$ cat config.mk
export PLATFORM = sky130hd
export DESIGN_NAME = pipe_ctrl_flat
export DESIGN_NICKNAME = d
export VERILOG_FILES = /design/src/rtl/pipe_ctrl_if.sv /design/src/rtl/pipe_ctrl.sv /design/src/flat_wrapper.sv
export SDC_FILE = /design/constraint.sdc
export NUM_CORES = 1
export LEC_CHECK = 0
export CORE_MARGIN = 2
export CORE_UTILIZATION = 40
export DETAILED_ROUTE_END_ITERATION = 10
export PLACE_DENSITY = 0.74
export SETUP_SLACK_MARGIN = 0.02
export SYNTH_ARGS = -nofsm -noshare
export SYNTH_HDL_FRONTEND = slang
export SYNTH_SLANG_ARGS = --single-unit
$ cat constraint.sdc
create_clock -name clk -period 4 [get_ports clk]
set_input_delay 0.8 -clock clk [delete_from_list [all_inputs] [get_ports clk]]
set_output_delay 0.8 -clock clk [all_outputs]
set_load 0.02 [all_outputs]
$ cat src/rtl/pipe_ctrl_if.sv
// ---------------------------------------------------------------------------
// pipe_ctrl_if -- handshake bundle between the pipeline stages and pipe_ctrl.
//
// Requests into the controller:
//   stallreq_if  IF wait request
//   stallreq_id  ID load-use request
//   stallreq_ex  EX single-cycle request
//   mc_start     pulse, EX starts a multi-cycle op
//   mc_len[4:0]  multi-cycle op length in cycles (0 behaves as 1)
//   br_req       pulse, taken branch
//   br_addr      branch target
//   exc_req      pulse, invalid instruction
//   int_req      pulse, timer interrupt
// Controls out of the controller:
//   ctrl_stall   per-stage stall [0] PC [1] IF/ID [2] ID/EX [3] EX/MEM
//                [4] MEM/WB [5] reserved 0
//   redir_en     PC must load redir_addr this cycle
//   redir_addr   redirect target (0 when no redirect)
//   flush        squash IF/ID and ID/EX
//   mc_busy      multi-cycle op in progress
//   mc_done      last cycle of the multi-cycle op
//
// Modports: master = pipeline side, slave = pipe_ctrl.
// ---------------------------------------------------------------------------
interface pipe_ctrl_if;
  logic        stallreq_if;
  logic        stallreq_id;
  logic        stallreq_ex;
  logic        mc_start;
  logic [4:0]  mc_len;
  logic        br_req;
  logic [31:0] br_addr;
  logic        exc_req;
  logic        int_req;
  logic [5:0]  ctrl_stall;
  logic        redir_en;
  logic [31:0] redir_addr;
  logic        flush;
  logic        mc_busy;
  logic        mc_done;

  modport master (
    output stallreq_if, stallreq_id, stallreq_ex, mc_start, mc_len,
           br_req, br_addr, exc_req, int_req,
    input  ctrl_stall, redir_en, redir_addr, flush, mc_busy, mc_done
  );

  modport slave (
    input  stallreq_if, stallreq_id, stallreq_ex, mc_start, mc_len,
           br_req, br_addr, exc_req, int_req,
    output ctrl_stall, redir_en, redir_addr, flush, mc_busy, mc_done
  );
endinterface

$ cat src/rtl/pipe_ctrl.sv
// ---------------------------------------------------------------------------
// pipe_ctrl -- pipeline hazard / redirect controller.
//
// Merges stage stall requests into a per-stage stall vector, sequences
// multi-cycle EX operations (RUN/MCOP), and arbitrates control-flow
// redirects (timer interrupt > invalid instruction > branch). A redirect
// that arrives while the PC is stalled is held in a single pending slot and
// issued in the first cycle the PC is free; flush follows every issued
// redirect by one cycle.
//
// Ports:
//   clk   single clock, all state on the rising edge
//   rst   asynchronous active-low reset; while low all outputs are 0
//   bus   pipe_ctrl_if.slave (see pipe_ctrl_if.sv for the signal list)
//
// Parameters:
//   INT_VEC  timer-interrupt redirect address
//   EXC_VEC  invalid-instruction redirect address
//
// Build option: define TIMER_INT_EN to honour int_req; without it int_req
// is ignored and only exception and branch redirects exist.
// ---------------------------------------------------------------------------
module pipe_ctrl #(
  parameter logic [31:0] INT_VEC = 32'h0000_0040,
  parameter logic [31:0] EXC_VEC = 32'h0000_0080
) (
  input logic        clk,
  input logic        rst,
  pipe_ctrl_if.slave bus
);

  typedef enum logic {RUN, MCOP} state_t;

  // Numeric order is the redirect priority, so "strictly higher" is a plain
  // magnitude compare.
  typedef enum logic [1:0] {
    K_NONE = 2'd0,
    K_BR   = 2'd1,
    K_EXC  = 2'd2,
    K_INT  = 2'd3
  } kind_t;

  localparam logic [5:0] STALL_EX = 6'b001111;
  localparam logic [5:0] STALL_ID = 6'b000111;
  localparam logic [5:0] STALL_IF = 6'b000011;

  state_t      state, state_nxt;
  logic [4:0]  count, count_nxt;     // MCOP cycles left, including the current one
  logic        pend_valid, pend_valid_nxt;
  kind_t       pend_kind, pend_kind_nxt;
  logic [31:0] pend_addr, pend_addr_nxt;
  logic        flush_q;

  logic        int_hit;
  logic [4:0]  op_len;
  logic        start_acc;
  logic        busy, done;
  logic [5:0]  stall;
  kind_t       new_kind, cand_kind;
  logic [31:0] new_addr, cand_addr;
  logic        issue;

`ifdef TIMER_INT_EN
  assign int_hit = bus.int_req;
`else
  logic int_req_unused;
  assign int_hit        = 1'b0;
  assign int_req_unused = bus.int_req;
`endif

  assign op_len    = (bus.mc_len == 5'd0) ? 5'd1 : bus.mc_len;
  assign start_acc = (state == RUN) && bus.mc_start;

  // Multi-cycle sequencer: the start cycle itself is the first stalled
  // cycle, so only op_len-1 cycles are spent in MCOP.
  // NOTE: every always_comb output gets a default first so no path can
  // leave a value unassigned and infer a latch.
  always_comb begin
    state_nxt = state;
    count_nxt = count;
    busy      = 1'b0;
    done      = 1'b0;
    if (state == MCOP) begin
      busy = 1'b1;
      if (count == 5'd1) begin
        done      = 1'b1;
        state_nxt = RUN;
        count_nxt = 5'd0;
      end else begin
        count_nxt = count - 5'd1;
      end
    end else if (bus.mc_start) begin
      busy = 1'b1;
      if (op_len == 5'd1) begin
        done = 1'b1;
      end else begin
        state_nxt = MCOP;
        count_nxt = op_len - 5'd1;
      end
    end
  end

  always_comb begin
    stall = 6'b000000;
    if ((state == MCOP) || start_acc || bus.stallreq_ex) stall = STALL_EX;
    else if (bus.stallreq_id)                             stall = STALL_ID;
    else if (bus.stallreq_if)                             stall = STALL_IF;
  end

  // Highest-priority request arriving this cycle; lower same-cycle pulses
  // are simply not selected.
  always_comb begin
    new_kind = K_NONE;
    new_addr = 32'h0;
    if (int_hit) begin
      new_kind = K_INT;
      new_addr = INT_VEC;
    end else if (bus.exc_req) begin
      new_kind = K_EXC;
      new_addr = EXC_VEC;
    end else if (bus.br_req) begin
      new_kind = K_BR;
      new_addr = bus.br_addr;
    end
  end

  // The pending slot and the new request compete; the new one wins only
  // when strictly higher, so an equal or lower request is dropped.
  always_comb begin
    cand_kind = pend_valid ? pend_kind : K_NONE;
    cand_addr = pend_addr;
    if (new_kind > cand_kind) begin
      cand_kind = new_kind;
      cand_addr = new_addr;
    end
  end

  assign issue = rst && (cand_kind != K_NONE) && !stall[0];

  always_comb begin
    pend_valid_nxt = 1'b0;
    pend_kind_nxt  = K_NONE;
    pend_addr_nxt  = 32'h0;
    if ((cand_kind != K_NONE) && !issue) begin
      pend_valid_nxt = 1'b1;
      pend_kind_nxt  = cand_kind;
      pend_addr_nxt  = cand_addr;
    end
  end

  // NOTE: state registers use non-blocking assignments so every flop samples
  // the pre-edge values regardless of process ordering.
  always_ff @(posedge clk or negedge rst) begin
    if (!rst) begin
      state      <= RUN;
      count      <= 5'd0;
      pend_valid <= 1'b0;
      pend_kind  <= K_NONE;
      pend_addr  <= 32'h0;
      flush_q    <= 1'b0;
    end else begin
      state      <= state_nxt;
      count      <= count_nxt;
      pend_valid <= pend_valid_nxt;
      pend_kind  <= pend_kind_nxt;
      pend_addr  <= pend_addr_nxt;
      flush_q    <= issue;
    end
  end

  // NOTE: the combinational outputs also depend on live inputs, so they are
  // gated by rst to stay 0 for the whole time reset is held, not just after
  // the flops clear.
  assign bus.ctrl_stall = stall & {6{rst}};
  assign bus.mc_busy    = busy && rst;
  assign bus.mc_done    = done && rst;
  assign bus.redir_en   = issue;
  assign bus.redir_addr = issue ? cand_addr : 32'h0;
  assign bus.flush      = flush_q;

endmodule

$ cat src/flat_wrapper.sv
// flat-port wrapper written by rule: the top's interface ports become plain ports
module pipe_ctrl_flat 
#(
  parameter logic [31:0] INT_VEC = 32'h0000_0040,
  parameter logic [31:0] EXC_VEC = 32'h0000_0080
)
  (clk, rst, bus_stallreq_if, bus_stallreq_id, bus_stallreq_ex, bus_mc_start, bus_mc_len, bus_br_req, bus_br_addr, bus_exc_req, bus_int_req, bus_ctrl_stall, bus_redir_en, bus_redir_addr, bus_flush, bus_mc_busy, bus_mc_done);
  pipe_ctrl_if bus_i ();
  input logic clk;
  input logic rst;
  input wire logic [$bits(bus_i.stallreq_if)-1:0] bus_stallreq_if;
  input wire logic [$bits(bus_i.stallreq_id)-1:0] bus_stallreq_id;
  input wire logic [$bits(bus_i.stallreq_ex)-1:0] bus_stallreq_ex;
  input wire logic [$bits(bus_i.mc_start)-1:0] bus_mc_start;
  input wire logic [$bits(bus_i.mc_len)-1:0] bus_mc_len;
  input wire logic [$bits(bus_i.br_req)-1:0] bus_br_req;
  input wire logic [$bits(bus_i.br_addr)-1:0] bus_br_addr;
  input wire logic [$bits(bus_i.exc_req)-1:0] bus_exc_req;
  input wire logic [$bits(bus_i.int_req)-1:0] bus_int_req;
  output wire logic [$bits(bus_i.ctrl_stall)-1:0] bus_ctrl_stall;
  output wire logic [$bits(bus_i.redir_en)-1:0] bus_redir_en;
  output wire logic [$bits(bus_i.redir_addr)-1:0] bus_redir_addr;
  output wire logic [$bits(bus_i.flush)-1:0] bus_flush;
  output wire logic [$bits(bus_i.mc_busy)-1:0] bus_mc_busy;
  output wire logic [$bits(bus_i.mc_done)-1:0] bus_mc_done;
  assign bus_i.stallreq_if = bus_stallreq_if;
  assign bus_i.stallreq_id = bus_stallreq_id;
  assign bus_i.stallreq_ex = bus_stallreq_ex;
  assign bus_i.mc_start = bus_mc_start;
  assign bus_i.mc_len = bus_mc_len;
  assign bus_i.br_req = bus_br_req;
  assign bus_i.br_addr = bus_br_addr;
  assign bus_i.exc_req = bus_exc_req;
  assign bus_i.int_req = bus_int_req;
  assign bus_ctrl_stall = bus_i.ctrl_stall;
  assign bus_redir_en = bus_i.redir_en;
  assign bus_redir_addr = bus_i.redir_addr;
  assign bus_flush = bus_i.flush;
  assign bus_mc_busy = bus_i.mc_busy;
  assign bus_mc_done = bus_i.mc_done;
  pipe_ctrl #(.INT_VEC(INT_VEC), .EXC_VEC(EXC_VEC)) u_core (.clk(clk), .rst(rst), .bus(bus_i));
endmodule
==> impl_metrics.toml <==
[synthesis]
synthAdderAreaFrac = 0.03372
synth_area_mm2 = 0.002597
synth-seq-cells = 42
synth_edf_count = 0
synth_warnings = 0
muxShareOfSynthArea = 0.1585
synth_top_family_by_area = "simple AND/OR/NAND/NOR gates"
async_flop_share = 1.000
synthSimpleGateAreaFrac = 0.2625
synth.avg_cell_area_um2 = 8.687
synthCells = 299
synthXorXnorAreaFrac = 0.006744
synth_compound_area_frac = 0.06118
ys_seq_area_frac = 0.4046
synth.distinct_cells = 43
ys.flop_type = "dfrtp_1"

[clock_tree]
clock-sinks = 42
htree_levels = 2
clk_pin_slew_ns = 0.08
cts-root-buf = "clkbuf_8"
cts_resized = 34
clk_path_buf_depth = 2
postCtsSetupBuffers = 0
clk_latency_ns = 0.29
numCtsBuffers = 5
hold_buffers = 0
cts_tree = "built"

[floorplan]
core_mm2 = 0.006314
dieArea_mm2 = 0.007155
die_y_um = 84.59
ios = 88
die_w_um = 84.59
row_count = 29
initial_core_util = 0.4114

[final_layout]
nets = 451
syn2layout_area_growth_pct = 42.15
drive_gt1_frac = 0.2206
diodes = 0
regArea_mm2 = 0.001051
fin_cells = 476
nFillCells = 603
multi_input_comb_area_mm2 = 0.001375
fin_util = 0.5848

[global_route]
gr-total-overflow = 0
grt_pass1_wl_um = 10080
grt_use_total = 0.1726
grt_pass1_vias = 2260
antenna_found_initial = 0
grt_max_degree = 36

[setup_path]
crit_arrival_ns = 3.07
critPathLaunchType = "input pin"
critPathMaxFanout = 17
worstSetupPathType = "in -> out"
endpoint_kind = "output pin"
required_ns = 3.20

[sta]
worst_slew_pin_slew_ns = 0.5897
min_period_over_period = 0.9665
rsz0062_at_grt = "false"
whs_ns = 0.5141
hold_violations = 0
clock_skew_ns = 0.003115
fin_ws_ns = 0.1341
fin_crit_ns = 3.866
setup_violations = 0
drv_slew = 0
max_slew_margin = 0.6013
fmax_mhz = 258.7

[detailed_routing]
drc_errors = 0
vias = 2305
dr.pass1.iters = 4
routed_via_density = 4.842
first_iter_violations = 84
routed_wirelength_um = 6020
antenna_left = 0
wl_per_cell_um = 12.65

[pwr]
vdd_drop_max_mv = 0.2521
p_leak_nw = 1.768
power_density_mw_per_mm2 = 516.2
finalPower_mw = 1.906

[placement]
dpl_worst_slack_ns = -0.1644
gp_congestion = 0.7448
port_buffers = 84
hpwl_um = 4382
dp_cells = 468

[outcome]
status = "complete, no violations"

[min_path]
hp-class = "reg -> reg"

[flow_run]
cap_violations = 0
## state kept, by name, summed over array words and instances, names as in the netlist
signal / flops
u_core.bus.flush: 1
u_core.pend_kind: 2
u_core.count: 5
u_core.state: 1
u_core.pend_valid: 1
u_core.pend_addr: 32
## through the flow
step                      TNS, ns  instance area, um2
after floorplan                 0                2601
after global placement     -2.897                3643
after CTS                       0                3692
after detailed placement   -4.163                3643
final                           0                3692
after global routing            0                3692
## per-layer routing
layer / vias to the layer above / GRT usage / share of wire
li1: 1150 / - / -
met5: - / 0 / 0
met1: 1092 / 0.2073 / 0.43
met3: 6 / 0.04130 / 0.053
met2: 57 / 0.3135 / 0.51
met4: 0 / 0.03608 / 0.0085
## cell type report
class	instances	share of cell area
multi-input combinational	228	0.3724
sequential	42	0.2846
timing repair buffer	113	0.2840
tap	77	0.02609
clock buffer	7	0.02338
inverter	8	0.008133
clock inverter	1	0.001355
## cell families (layout without fill, tap and decap cells)
family          after synthesis  in the layout
compound gates               21             21
flops                        42             42
other cells                   1              2
simple gates                159            159
buf+inv                      30            129
fa+ha+maj                     7              7
mux                          37             37
xor+xnor                      2              2
## final timing paths
kind	startpoint	end	slack, ns	cells past startpoint
max	bus_exc_req	bus_redir_addr[17]	0.13	9
min	u_core.count[1]$_DFFE_PN0P_	u_core.count[1]$_DFFE_PN0P_	0.51	2
max reg2reg	u_core.state$_DFF_PN0_	u_core.pend_addr[21]$_DFF_PN0_	2.01	4
min reg2reg	u_core.count[1]$_DFFE_PN0P_	u_core.count[1]$_DFFE_PN0P_	0.51	2
max in group asynchronous	rst	u_core.pend_addr[11]$_DFF_PN0_	3.17	2
min in group asynchronous	rst	u_core.pend_addr[28]$_DFF_PN0_	0.53	2
## worst max-delay path, stage by stage
cell and delay (ns):
clkdlybuf4s50_1 0.53, inv_1 0.09, ha_1 0.35, nor2_1 0.09, o22ai_4 0.20, buf_12 0.20, mux2_2 0.35, nor2_1 0.11
dlygate4sd2_1 0.35
## placed cells by master (no fill, tap or decap), types with 2 or more instances in the layout
master and instances:
clkbuf_8 6, o21ai_0 4, and2_1 2, dlygate4sd2_1 34
a21boi_0 2, mux2_2 33, mux2i_1 4, a21o_1 2
nand2_1 69, nor2_1 63, inv_1 8, nor2_2 10
dfrtp_1 42, nor3_1 2, clkdlybuf4s50_1 49, nor2b_1 2
a22o_1 2, buf_4 26, conb_1 2, ha_1 7
nand2b_1 2, buf_12 3
## where the power goes
group	total (mW)	internal (mW)	switching [mW]
Clock	0.281	0.139	0.142
Combinational	1.02	0.550	0.467
Sequential	0.607	0.541	0.0663
## synthesized netlist by cell type, drive strengths merged (2+ instances only)
| cell type | instances | area (um2) |
|---|---|---|
| nor2 | 74 | 310.3 |
| nand2 | 70 | 265.3 |
| dfrtp | 42 | 1051 |
| mux2 | 33 | 371.6 |
| buf | 16 | 132.6 |
| inv | 8 | 30.03 |
| ha | 7 | 87.58 |
| clkbuf | 6 | 22.52 |
| mux2i | 4 | 40.04 |
| o21ai | 4 | 20.02 |
| and2 | 3 | 21.27 |
| nor2b | 3 | 18.77 |
| a21boi | 2 | 15.01 |
| a21o | 2 | 15.01 |
| a22o | 2 | 17.52 |
| nand2b | 2 | 12.51 |
| nor3 | 2 | 10.01 |
| o22ai | 2 | 18.77 |
Power figures use the tool's default switching activity.
==> variant 1, RTL diff (same settings) <==
Add a define of `TIMER_INT_EN`.
--- a/src/rtl/pipe_ctrl.sv
+++ b/src/rtl/pipe_ctrl.sv
@@ -20,6 +20,8 @@
 // Build option: define TIMER_INT_EN to honour int_req; without it int_req
 // is ignored and only exception and branch redirects exist.
 // ---------------------------------------------------------------------------
+`define TIMER_INT_EN
+
 module pipe_ctrl #(
   parameter logic [31:0] INT_VEC = 32'h0000_0040,
   parameter logic [31:0] EXC_VEC = 32'h0000_0080
Behaviour: not the same (a bounded check fails within 4 cycles, from zero or initial values and one cycle with rst low).
==> variant 1 against the original RTL <==
Final area fell by 4.2%. Cell count is 1.9% lower. Power is 26% lower. Synthesized area fell by 0.92%. Worst hold slack lost 0.092 ns. Sequential share of layout area is 1.3 points higher. Worst setup slack better by 0.037 ns. Routed wire length is 0.91% lower. Sequential cell count stayed put. Critical path depth unchanged. Count of clock-buffer cells in the layout decreased by 1. Combinational power down 47%. Non-clock buffer count shrank 10. Critical endpoint is now bus_redir_addr[18]. Highest routed layer unchanged.
==> variant 1: results (changes against the original RTL) <==
set qor(result_of_the_run) {complete, no violations}
set qor(placement.io_buffers) 85 ;# +1.2%
set qor(yosys_most_used_dff) {dfrtp_1}
set qor(place_inst) 459 ;# -1.9%
set qor(reg2reg_to) {u_core.pend_addr[24]}
set qor(clock-skew-final_ns) 0.00845 ;# +0.00533 ns
set qor(dpl-instance-area_mm2) 0.00360 ;# -1.3%
set qor(wire_length_of_the_first_global_routing_pass_um) 10300 ;# +1.9%
set qor(critical_path_arrival_ns) 3.03 ;# -0.04 ns
set qor(cts_made_buffers) 5 ;# unchanged
set qor(drtIter0Drc) 85 ;# +1.2%
set qor(grt_max_degree) 31 ;# -14%
set qor(nNetsFinal) 442 ;# -2.0%
set qor(cellPowerDensity_mw_per_mm2) 398 ;# -23%
set qor(max_transition_margin) 0.575 ;# -0.0266
set qor(drive_gt1_frac) 0.259 ;# +0.0384
set qor(synth_sequential_area_ratio) 0.408 ;# +0.00374
set qor(synth_top_cells_by_count) {nor2_1, nand2_1, dfrtp_1}
set qor(startpoint_of_the_worst_slack_reg_to_reg_timing_path) {u_core.state}
set qor(gp_congestion) 0.789 ;# +5.9%
set qor(grt_usage) 0.178 ;# +0.00530
set qor(setup.reg_to_reg.worst_slack_ns) 2.04 ;# +0.03 ns
set qor(holdWs_ns) 0.422 ;# -0.0922 ns
set qor(post_drt_via_cell_ratio) 4.91 ;# +1.5%
set qor(placement.setup.worst_slack_ns) -0.272 ;# -0.108 ns
set qor(num_antenna_cells) 0 ;# unchanged
set qor(instance_count_of_the_mapped_netlist) 300 ;# +0.33%
set qor(cpPeakStageDelay_ns) 0.42 ;# -0.11 ns
set qor(synthTopCellsByArea) {dfrtp_1, mux2_2, nor2_1, nand2_1, ha_1}
set qor(worstSetupStartpoint) {bus_int_req}
set qor(post-dp-hpwl_um) 4490 ;# +2.4%
set qor(vdd.ir_drop.worst_v) 0.000313 ;# +24%
set qor(grt_pass1_vias) 2313 ;# +2.3%
set qor(synthArstFlopShare) 1.00 ;# unchanged
set qor(finish.cell_count_without_fillers) 467 ;# -1.9%
set qor(root_buffer) {clkbuf_8}
set qor(wl_um) 5970 ;# -0.91%
set qor(critical_path.max_fanout) 19 ;# +2
set qor(leakagePower_nw) 1.60 ;# -9.7%
set qor(powerClk_w) 0.000283
set qor(setup.worst_path.class) {primary input to primary output}
set qor(timing.hold.worst.class) {primary input to asynchronous set/reset pin}
set qor(synth.distinct_cells) 38 ;# -12%
set qor(p_comb_w) 0.000544 ;# -47%
set qor(cts_buffer_depth) 2 ;# unchanged
set qor(worst_r2r_path_depth) 5 ;# +1
set qor(switchingPower_w) 0.000457 ;# -32%
variant 1: how the worst max path moves through the flow:
| stage | endpoint | cells after the start | slack [ns] |
|---|---|---|---|
| global route | bus_redir_en | 9 | 0.02 |
| CTS | bus_redir_addr[19] | 9 | 0.02 |
| floorplan | bus_redir_addr[26] | 7 | 0.51 |
| finish | bus_redir_addr[18] | 9 | 0.17 |
| global placement | bus_redir_addr[8] | 9 | -0.25 |
| detailed placement | bus_redir_addr[20] | 9 | -0.27 |
variant 1: cell type report:
class | count | area [µm²]
clock inverters | 2 | 12.5
clock buffers | 6 | 82.6
flip-flops and latches | 42 | 1050
well taps | 77 | 96.3
repair buffers | 103 | 882
inverters | 5 | 18.8
multi-input cells | 232 | 1390
fillers | 599 | 2740
variant 1: metal layers:
metal | vias to the layer above | global-route usage | share of wire | wire length (µm)
li1 | 1138 | - | - | -
met1 | 1105 | 0.214 | 0.43 | 2570
met2 | 41 | 0.316 | 0.51 | 3020
met3 | 11 | 0.0324 | 0.042 | 252
met4 | 0 | 0.0660 | 0.020 | 121
met5 | - | 0 | 0 | 0
variant 1: cell families after synthesis:
| kind of cell | after synthesis | share of synthesized area |
|---|---|---|
| AOI/OAI and AO/OA | 16 | 0.0438 |
| xor gates and xnor gates | 3 | 0.0102 |
| adders and majority gates | 7 | 0.0340 |
| buffers and inverters | 27 | 0.0593 |
| DFF | 42 | 0.408 |
| muxes | 39 | 0.167 |
| other | 1 | 0.00146 |
| and+or+nand+nor | 165 | 0.276 |
variant 1: what timing repair did:
| action | CTS | global route |
|---|---|---|
| resized for setup | 39 | 60 |
| pin swaps | 0 | 0 |
| setup endpoints to repair | 33 | 33 |
==> variant 2, RTL diff (same flow settings) <==
Made on the original files. `pend_addr` no longer has a reset.
--- a/src/rtl/pipe_ctrl.sv
+++ b/src/rtl/pipe_ctrl.sv
@@ -156,16 +156,18 @@
       count      <= 5'd0;
       pend_valid <= 1'b0;
       pend_kind  <= K_NONE;
-      pend_addr  <= 32'h0;
       flush_q    <= 1'b0;
     end else begin
       state      <= state_nxt;
       count      <= count_nxt;
       pend_valid <= pend_valid_nxt;
       pend_kind  <= pend_kind_nxt;
-      pend_addr  <= pend_addr_nxt;
       flush_q    <= issue;
     end
+  end
+
+  always_ff @(posedge clk) begin
+    pend_addr <= pend_addr_nxt;
   end
 
   // NOTE: the combinational outputs also depend on live inputs, so they are
Behaviour: no difference found for any inputs over 10 cycles, from zero or initial values and one cycle with rst low; that may be too few to reach the edited logic, so the function may still have changed.
==> variant 2 against the original RTL <==
Power fell by 0.57%. First-iteration DRC count is 23% lower. Routed wire length decreased by 4.7%. Worst hold slack gained 0.0034 ns. Sequential cell count is the same. Synthesized area down 6.2%. Final area decreased by 4.8%. Worst setup slack better by 0.030 ns. Critical path type unchanged.
==> variant 2: results (changes against the original RTL) <==
set qor(result_of_the_run) {complete, no violations}
set qor(drtIter0Drc) 65 ;# -23%
set qor(worst-slew-pin-transition_ns) 0.489 ;# -0.101 ns
set qor(layout.clock.cell_area_share) 0.0271 ;# +0.00233
set qor(use_met2) 0.333 ;# +0.0198
set qor(synth.distinct_cells) 44 ;# +2.3%
set qor(swShare) 0.349 ;# -0.00546
set qor(gp_congestion) 0.774 ;# +3.9%
set qor(leakagePower_nw) 1.57 ;# -11%
set qor(seqPwrFrac) 0.320 ;# about the same
set qor(place_inst) 461 ;# -1.5%
set qor(synth_sequential_area_ratio) 0.366 ;# -0.0391
set qor(vdd.ir_drop.worst_v) 0.000243 ;# -3.8%
set qor(synth_top_cells_by_count) {nand2_1, nor2_1, mux2_2}
set qor(post-dp-hpwl_um) 4250 ;# -3.1%
set qor(n_all_buffers) 108 ;# -4.4%
set qor(startpoint_of_the_worst_slack_reg_to_reg_timing_path) {u_core.pend_kind[0]}
set qor(sequential_cell_area_um2) 891 ;# -15%
set qor(synthArstFlopShare) 0.238 ;# -0.762
set qor(post_synthesis_adder_cell_area_fraction) 0.0359 ;# +0.00222
set qor(fill_cells) 568 ;# -5.8%
set qor(synthXorXnorAreaFrac) 0.00719 ;# +0.000443
set qor(bufAreaShareNonClock) 0.293 ;# +0.00876
set qor(post_drt_via_cell_ratio) 4.83 ;# -0.31%
set qor(die_x_um) 82.1 ;# -3.0%
set qor(worst_r2r_path_depth) 8 ;# +4
set qor(seq_area_frac) 0.254 ;# -0.0311
set qor(met3_usage) 0.0374 ;# -0.00394
set qor(wirelength_met1_um) 2460 ;# -5.0%
set qor(met3_wirelength_um) 356 ;# +12%
set qor(yosys_most_used_dff) {dfxtp_1}
set qor(drive_gt1_frac) 0.213 ;# -0.00735
set qor(vias) 2264 ;# -1.8%
set qor(wire_length_of_the_first_global_routing_pass_um) 9580 ;# -5.0%
set qor(grtUsageMet1) 0.205 ;# -0.00236
set qor(complex_gate_fraction_of_the_synthesized_area) 0.0652 ;# +0.00402
set qor(syn_avg_cell_area_um2) 8.15 ;# -6.2%
set qor(grt_pass1_vias) 2207 ;# -2.3%
set qor(switchingPower_w) 0.000661 ;# -2.1%
set qor(setup.reg_to_reg.worst_slack_ns) 2.06 ;# +0.05 ns
set qor(synthTopCellsByArea) {dfxtp_1, mux2_2, nand2_1, dfrtp_1, nor2_1}
-- variant 2: cell count changes in the layout (fill, tap and decap cells not counted), moves of 3 or more --
cell             before  now
dfrtp_1              42   10
dfxtp_1               0   32
clkdlybuf4s15_1       0    3
dlygate4sd2_1        34   30
buf_4                26   20
-- variant 2: worst max path at each step --
stage / start / to / depth (start not counted)
2_1_floorplan: bus_br_req / bus_redir_addr[24] / 10
3_3_place_gp: bus_exc_req / bus_redir_addr[1] / 9
3_5_place_dp: bus_exc_req / bus_redir_addr[31] / 9
4_1_cts: bus_exc_req / bus_redir_addr[31] / 9
5_1_grt: bus_exc_req / bus_redir_addr[1] / 9
6_report: bus_exc_req / bus_redir_addr[10] / 9
-- variant 2: cell families (layout without fill, tap and decap cells) --
family / count (synthesis) / in the layout
AO/OA/AOI/OAI: 21 / 21
XOR/XNOR: 2 / 2
adder cells (fa/ha/maj): 7 / 7
buffers and inverters: 30 / 124
flip-flops: 42 / 42
multiplexers: 37 / 37
other: 1 / 2
AND/OR/NAND/NOR: 159 / 159
